`config.mk`:
```
export PLATFORM = sky130hd
export DESIGN_NAME = vedic_mult_pipe
export DESIGN_NICKNAME = d
export VERILOG_FILES = /design/src/rtl/vedic_pkg.sv /design/src/rtl/vedic_base_mult.sv /design/src/rtl/vedic_mult_pipe.sv
export SDC_FILE = /design/constraint.sdc
export NUM_CORES = 1
export LEC_CHECK = 0
export CAP_MARGIN = 25
export CORE_MARGIN = 5
export CORE_UTILIZATION = 39
export DETAILED_ROUTE_END_ITERATION = 16
export GPL_ROUTABILITY_DRIVEN = 0
export PLACE_DENSITY = 0.55
export SYNTH_ARGS = -nofsm -noshare
export SYNTH_HDL_FRONTEND = slang
export SYNTH_SLANG_ARGS = --single-unit
```
`constraint.sdc`:
```
create_clock -name clk -period 5.6 [get_ports clk]
set_input_delay 0.84 -clock clk [delete_from_list [all_inputs] [get_ports clk]]
set_output_delay 0.84 -clock clk [all_outputs]
set_load 0.03 [all_outputs]
```
`src/rtl/vedic_pkg.sv`:
```
// rtl/vedic_pkg.sv - shared helpers and stage record for the pipelined Vedic multiplier
package vedic_pkg;

  function automatic int half_w(input int w);
    return w / 2;
  endfunction

  function automatic int prod_w(input int w);
    return 2 * w;
  endfunction

  // Operand width must be a power of two in 8..32 so the halves split evenly.
  function automatic bit width_ok(input int w);
    return (w == 8) || (w == 16) || (w == 32);
  endfunction

  // Per-stage control; the tag travels beside it because its width is a module parameter.
  typedef struct packed {
    logic valid;
    logic sign;
  } stage_ctrl_t;

endpackage

```
`src/rtl/vedic_base_mult.sv`:
```
// rtl/vedic_base_mult.sv - combinational W x W -> 2W unsigned half-width product
module vedic_base_mult #(
  parameter int W = 8
) (
  input  logic [W-1:0]   a,
  input  logic [W-1:0]   b,
  output logic [2*W-1:0] p
);

  assign p = {{W{1'b0}}, a} * {{W{1'b0}}, b};

endmodule

```
`src/rtl/vedic_mult_pipe.sv`:
```
// rtl/vedic_mult_pipe.sv - 3-stage valid/ready Vedic multiplier with per-op signed mode and tag
module vedic_mult_pipe
  import vedic_pkg::*;
#(
  parameter int WIDTH = 16,
  parameter int TAG_W = 4
) (
  input  logic                 clk,
  input  logic                 reset,
  input  logic                 in_valid,
  output logic                 in_ready,
  input  logic [WIDTH-1:0]     in_a,
  input  logic [WIDTH-1:0]     in_b,
  input  logic                 in_signed,
  input  logic [TAG_W-1:0]     in_tag,
  output logic                 out_valid,
  input  logic                 out_ready,
  output logic [2*WIDTH-1:0]   out_prod,
  output logic [TAG_W-1:0]     out_tag
);

  localparam int H  = half_w(WIDTH);
  localparam int PW = prod_w(WIDTH);

  if (!width_ok(WIDTH)) begin : g_bad_width
    $error("vedic_mult_pipe: WIDTH must be a power of two in 8..32");
  end
  if (TAG_W < 1) begin : g_bad_tag
    $error("vedic_mult_pipe: TAG_W must be at least 1");
  end

  stage_ctrl_t       s1, s2, s3;
  logic [TAG_W-1:0]  tag1, tag2, tag3;
  logic [WIDTH-1:0]  a1, b1;
  logic [WIDTH-1:0]  ll, hl, lh, hh;
  logic [WIDTH-1:0]  ll_c, hl_c, lh_c, hh_c;
  logic [PW-1:0]     prod;
  logic [WIDTH-1:0]  a_abs, b_abs;
  logic [WIDTH:0]    mid;
  logic [PW-1:0]     p_sum;
  logic              en;

  // The whole pipe moves together; a held result freezes every stage behind it.
  assign en        = !s3.valid || out_ready;
  assign in_ready  = en;
  assign out_valid = s3.valid;
  assign out_prod  = prod;
  assign out_tag   = tag3;

  // Negating MIN yields 2^(WIDTH-1), which is still correct read as unsigned.
  assign a_abs = (in_signed && in_a[WIDTH-1]) ? -in_a : in_a;
  assign b_abs = (in_signed && in_b[WIDTH-1]) ? -in_b : in_b;

  vedic_base_mult #(.W(H)) u_ll (.a(a1[H-1:0]),     .b(b1[H-1:0]),     .p(ll_c));
  vedic_base_mult #(.W(H)) u_hl (.a(a1[WIDTH-1:H]), .b(b1[H-1:0]),     .p(hl_c));
  vedic_base_mult #(.W(H)) u_lh (.a(a1[H-1:0]),     .b(b1[WIDTH-1:H]), .p(lh_c));
  vedic_base_mult #(.W(H)) u_hh (.a(a1[WIDTH-1:H]), .b(b1[WIDTH-1:H]), .p(hh_c));

  // Cross terms sit H bits up; hh and ll occupy disjoint halves so they concatenate.
  assign mid   = {1'b0, hl} + {1'b0, lh};
  assign p_sum = {hh, ll} + {{(H-1){1'b0}}, mid, {H{1'b0}}};

  always_ff @(posedge clk) begin
    if (reset) begin
      s1   <= '0;
      s2   <= '0;
      s3   <= '0;
      tag1 <= '0;
      tag2 <= '0;
      tag3 <= '0;
      prod <= '0;
    end else if (en) begin
      s1.valid <= in_valid;
      s1.sign  <= in_signed && (in_a[WIDTH-1] ^ in_b[WIDTH-1]);
      if (in_valid) begin
        a1   <= a_abs;
        b1   <= b_abs;
        tag1 <= in_tag;
      end

      s2 <= s1;
      if (s1.valid) begin
        ll   <= ll_c;
        hl   <= hl_c;
        lh   <= lh_c;
        hh   <= hh_c;
        tag2 <= tag1;
      end

      s3 <= s2;
      if (s2.valid) begin
        prod <= s2.sign ? -p_sum : p_sum;
        tag3 <= tag2;
      end
    end
  end

endmodule

```
==> impl_metrics.env, run 1 <==
export IMPL_coreArea_um2=39910
export IMPL_critPathBufInv=1
export IMPL_vias=11520
export IMPL_cp_end_kind="flip-flop"
export IMPL_syn_nets=2081
export IMPL_synth_yosys_seq_area_share_pct=24.49
export IMPL_leakagePower_nw=7.858
export IMPL_ir_drop_mv=0.2398
export IMPL_synth_commonest_cells="inv_1, nand2_1, ha_1, and2_1, fa_1"
export IMPL_period_share_pct=91.72
export IMPL_drt_iter0_drc=583
export IMPL_clockBufferDepth=2
export IMPL_yosysWarnings=0
export IMPL_wl_mm=35.77
export IMPL_timing_hold_ws_ns=0.4503
export IMPL_grt_antenna_before_repair=0
export IMPL_die_area_um2=44570
export IMPL_fin_ws_ns=0.4634
export IMPL_cp_arrival_ns=5.53
export IMPL_gr_total_overflow=0
export IMPL_synth_edf_count=96
export IMPL_setup_viol=0
export IMPL_rows=73
export IMPL_slew_viol_final=0
export IMPL_relSlewSlack_pct=40.14
export IMPL_drv_cap=0
export IMPL_slowest_stage="a221oi_1"
export IMPL_cpLargestDelayFamily="compound AO/OA/AOI/OAI gates"
export IMPL_worstSetupPathType="reg -> reg"
export IMPL_ant_nets=0
export IMPL_start_util_pct=39.52
export IMPL_place_hpwl_mm=28.31
export IMPL_period_minus_slack_ns=5.137
export IMPL_synth_top_area_share_pct=18.53
export IMPL_path_cells="ha_1, inv_1, fa_1, nor2b_1, o21ai_0, a21oi_1, o21ai_0, a21oi_1, a41o_1, o41ai_2, xnor2_1, ha_1, a221oi_1, nor2_1, a22o_1, a211o_1, a21oi_2, a31oi_1, a21oi_1, nand4_1, nor4b_1, a211o_1"
export IMPL_drcViolationCount=0
export IMPL_final_nets=2136
export IMPL_status="completed"
export IMPL_max_stage_delay_ns=0.46
export IMPL_timing_worst_slew_pin_value_ns=0.8980
export IMPL_clkSinkCount=145
export IMPL_required_ns=5.99
export IMPL_synthTopCellsByArea="fa_1, edfxtp_1, ha_1"
export IMPL_n_fill_cell=3864
export IMPL_grt_max_degree=64
export IMPL_pre_cts_ws_ns=0.2699
export IMPL_crit_top_cell="a21oi_1"
export IMPL_ys_seq_elements=145
export IMPL_grt_usage_pct=16.80
export IMPL_rsz0062_at_grt="false"
export IMPL_syn_cell_area_um2=15770
export IMPL_final_util_pct=44.50
export IMPL_postCtsHoldBufs=0
export IMPL_start_kind="flip-flop"
export IMPL_drive_gt1_share_pct=3.991
export IMPL_critPathMaxFanout=6
export IMPL_grt_pass1_wl_mm=60.80
export IMPL_synth_most_common_cell="inv_1"
export IMPL_yosysTopAreaCell="fa_1"
export IMPL_clk_latency_ns=0.45
export IMPL_drtPass1Iterations=5
export IMPL_numCtsBuffers=17
export IMPL_port_buffers=78
export IMPL_wl_per_cell_um=15.52
export IMPL_async_flop_share_pct=0
export IMPL_clk_pin_slew_worst_paths_ns=0.07
export IMPL_synth_cell_types=66
export IMPL_die_width_um=211.1
export IMPL_cts_tree="done"
export IMPL_ys_flop_type="edfxtp_1"
export IMPL_timing_fmax_ghz=0.1947
export IMPL_die_h_um=211.1
export IMPL_diodes=0
export IMPL_area_delta_synth_final_pct=12.60
export IMPL_finClkSkew_ns=0.02060
export IMPL_root_buffer="clkbuf_16"
export IMPL_postCtsSetupBuffers=0
export IMPL_hold_violations=0
export IMPL_avgViaCountPerCell=5.000
export IMPL_worstHoldPathType="reg -> reg"
export IMPL_setup_tns_ns=0
export IMPL_postSynthCellCount=1711
export IMPL_powerDensity_nw_per_um2=368.6
export IMPL_ctsHtreeMaxLevel=4
export IMPL_grt_pass1_vias=11872
export IMPL_syn_area_per_cell_um2=9.219
export IMPL_boundaryPins=79
-- repair_timing --
item,4_1_cts,5_1_grt
resized for setup,0,2
endpoints found under the setup margin,0,4
endpoints found under the hold margin,0,0
-- cell usage in the layout (no fill, tap or decap), drive strengths merged, types with 19 or more instances in the layout --
cell type	Yosys	layout
inv	220	230
nand2	194	194
ha	183	183
and2	163	163
fa	146	146
nor2	98	98
edfxtp	96	96
a21oi	80	80
xnor2	78	78
clkdlybuf4s50	0	77
o21ai	53	53
dfxtp	49	49
xor2	45	45
nor3	24	24
nor2b	22	22
a211oi	21	21
nand3	19	19
-- routing by layer --
| layer | wire length (µm) | GRT usage [%] |
|---|---|---|
| met4 | 735 | 4.985 |
| met2 | 16580 | 27.59 |
| met1 | 17240 | 23.02 |
| met3 | 1215 | 2.614 |
| met5 | 0 | 0 |
-- report_power, final --
group / internal [mW] / total [mW] / switching (mW)
registers: 1.38 / 1.51 / 0.122
logic: 1.66 / 3.80 / 2.14
clock network: 0.707 / 1.24 / 0.537
-- cell families after synthesis --
family,count (synthesis),share of synthesized area [%]
buffers and inverters,278,6.615
multiplexers,3,0.1904
flip-flops,145,24.49
XOR/XNOR,123,6.830
AO/OA/AOI/OAI,253,10.36
adder cells (fa/ha/maj),329,33.05
AND/OR/NAND/NOR,580,18.47
-- layout make-up --
class | instances | area, µm² | share of cell area, %
clock buffers | 18 | 450.4 | 2.536
clock inverters | 14 | 178.9 | 1.007
inverters | 220 | 825.8 | 4.650
multi-input cells | 1288 | 10890 | 61.31
flip-flops and latches | 145 | 3864 | 21.75
well taps | 525 | 656.9 | 3.698
repair buffers | 94 | 895.9 | 5.044
-- final timing paths --
path	start	endpoint	slack, ns	cells past startpoint
setup reg to reg	hl[0]	out_prod[30]	0.46	22
setup / recovery	hl[0]	out_prod[30]	0.46	22
hold reg to reg	out_prod[18]	out_prod[18]	0.45	2
hold / removal	out_prod[18]	out_prod[18]	0.45	2
-- state kept, by name (all words and copies together) (netlist names) --
register / count
out_prod: 32
a1: 16
b1: 16
hh: 16
hl: 16
lh: 16
ll: 16
out_tag: 4
tag1: 4
tag2: 4
s1: 2
s2: 2
out_valid: 1
-- stage by stage --
| step | cells | total power [mW] | area [µm²] |
|---|---|---|---|
| detailed placement | 2272 | 5.326 | 17120 |
| finish | 2304 | 6.547 | 17760 |
| global route | 2304 | 7.209 | 17760 |
| global placement | 2272 | 5.304 | 17120 |
| floorplan | 1711 | 4.411 | 15770 |
| CTS | 2304 | 6.626 | 17750 |
-- worst register-to-register path, delay by kind of cell, from the launching register on --
kind / cells / cell delay, ns
AND/OR/NAND/NOR: 4 / 0.65
flip-flops: 1 / 0.37
AO/OA/AOI/OAI: 13 / 3.15
adder cells (fa/ha/maj): 3 / 0.69
XOR/XNOR: 1 / 0.18
buffers and inverters: 1 / 0.07
No activity file was read; power rests on OpenSTA's default activity.
==> inputs of run 2 (changes only) <==
Settings changed: SETUP_SLACK_MARGIN set to 0.05.
==> run 2 against run 1 <==
Effect of this change: combinational power is essentially flat; via count is essentially flat; sequential share of layout area is essentially flat; flip-flop and latch count is the same; setup slack gained 0.018 ns.
==> impl_metrics.env, run 2 (synthesis results as in run 1) <==
export IMPL_die_width_um=211.1
export IMPL_place_hpwl_mm=28.31
export IMPL_pre_cts_ws_ns=0.2699
export IMPL_grt_antenna_before_repair=0
export IMPL_timing_hold_ws_ns=0.4503
export IMPL_wl_per_cell_um=15.52
export IMPL_final_util_pct=44.51
export IMPL_die_h_um=211.1
export IMPL_status="completed"
export IMPL_required_ns=5.77
export IMPL_die_area_um2=44570
export IMPL_final_common_cell="inv_1"
export IMPL_powerDensity_nw_per_um2=369.0
export IMPL_numCtsBuffers=17
export IMPL_top_layer="met4"
export IMPL_timing_worst_slew_pin_value_ns=0.8974
export IMPL_rsz0062_at_grt="false"
export IMPL_gr_total_overflow=0
export IMPL_drive_gt1_share_pct=4.047
export IMPL_final_nets=2136
export IMPL_boundaryPins=79
export IMPL_finClkSkew_ns=0.02183
export IMPL_setup_tns_ns=0
export IMPL_clk_latency_ns=0.45
export IMPL_leakagePower_nw=7.860
export IMPL_worstSetupPathType="reg -> reg"
export IMPL_coreArea_um2=39910
export IMPL_grt_pass1_wl_mm=60.80
export IMPL_ctsHtreeMaxLevel=4
export IMPL_cp_arrival_ns=5.29
export IMPL_postCtsHoldBufs=0
export IMPL_cp_end_kind="flip-flop"
export IMPL_largest_reg_flops=32
export IMPL_period_minus_slack_ns=5.119
export IMPL_grt_max_degree=64
export IMPL_avgViaCountPerCell=4.996
export IMPL_timing_fmax_ghz=0.1954
export IMPL_critPathMaxFanout=16
export IMPL_drv_cap=0
export IMPL_drcViolationCount=0
export IMPL_area_delta_synth_final_pct=12.64
export IMPL_grt_usage_pct=16.80
export IMPL_ant_nets=0
export IMPL_drt_iter0_drc=592
export IMPL_slew_viol_final=0
export IMPL_relSlewSlack_pct=40.18
export IMPL_period_share_pct=91.41
export IMPL_wl_met1_mm=17.33
export IMPL_cts_tree="done"
export IMPL_final_area_um2=17770
export IMPL_drtPass1Iterations=5
export IMPL_clkSinkCount=145
export IMPL_placed_cell_area_um2=17120
export IMPL_diodes=0
export IMPL_vias=11510
export IMPL_stdcell_count=2304
export IMPL_routed_wl_met3_mm=1.129
export IMPL_hold_violations=0
export IMPL_fin_ws_ns=0.4810
export IMPL_wl_mm=35.76
export IMPL_totalPowerFinal_mw=6.556
export IMPL_worstHoldPathType="reg -> reg"
export IMPL_placed_cells=2272
export IMPL_clockBufferDepth=2
export IMPL_root_buffer="clkbuf_16"
export IMPL_port_buffers=78
export IMPL_start_kind="flip-flop"
export IMPL_met2WireLength_mm=16.56
export IMPL_clk_pin_slew_worst_paths_ns=0.07
export IMPL_rows=73
export IMPL_setup_viol=0
export IMPL_ir_drop_mv=0.2413
export IMPL_start_util_pct=39.52
export IMPL_grt_pass1_vias=11872
export IMPL_mostFrequentLayoutCells="inv_1, nand2_1, ha_1"
-- run 2: final timing paths --
check	start	endpoint	slack [ns]	cells past startpoint
min	out_prod[18]	out_prod[18]	0.45	2
max	a1[9]	hl[14]	0.48	17
min reg2reg	out_prod[18]	out_prod[18]	0.45	2
max reg2reg	a1[9]	hl[14]	0.48	17
-- run 2: layout make-up --
type                       instances  area, µm²
inverter                         220      825.8
clock buffer                      18      450.4
fill                            3865      22150
clock inverter                    14      178.9
timing repair buffer              94      895.9
tap                              525      656.9
sequential                       145       3864
multi-input combinational       1288      10900
-- run 2: repair_timing --
item                                    in CTS  in global routing
endpoints found under the setup margin       0                  5
buffers inserted                             0                  0
resized for setup                            0                  3
-- run 2: per-layer routing --
| layer | global-route usage, % | up-vias |
|---|---|---|
| met5 | 0 | - |
| met4 | 4.985 | 0 |
| met3 | 2.614 | 36 |
| met2 | 27.59 | 181 |
| met1 | 23.02 | 5518 |
| li1 | - | 5775 |
-- run 2: worst max-delay path: stages, from the launching register on --
cell	delay [ns]
edfxtp_1	0.68
and2_1	0.28
fa_1	0.45
fa_1	0.54
inv_1	0.05
fa_1	0.46
fa_1	0.54
inv_1	0.04
ha_1	0.32
inv_1	0.06
o21ai_0	0.08
a21oi_1	0.23
nor2b_1	0.07
o21a_1	0.18
o21a_1	0.18
o21a_1	0.19
o41a_1	0.33
xnor2_1	0.15
-- run 2: where the power goes --
part	switching, mW	internal [mW]
Clock	0.538	0.707
Sequential	0.123	1.38
Combinational	2.14	1.66
Total	2.80	3.75
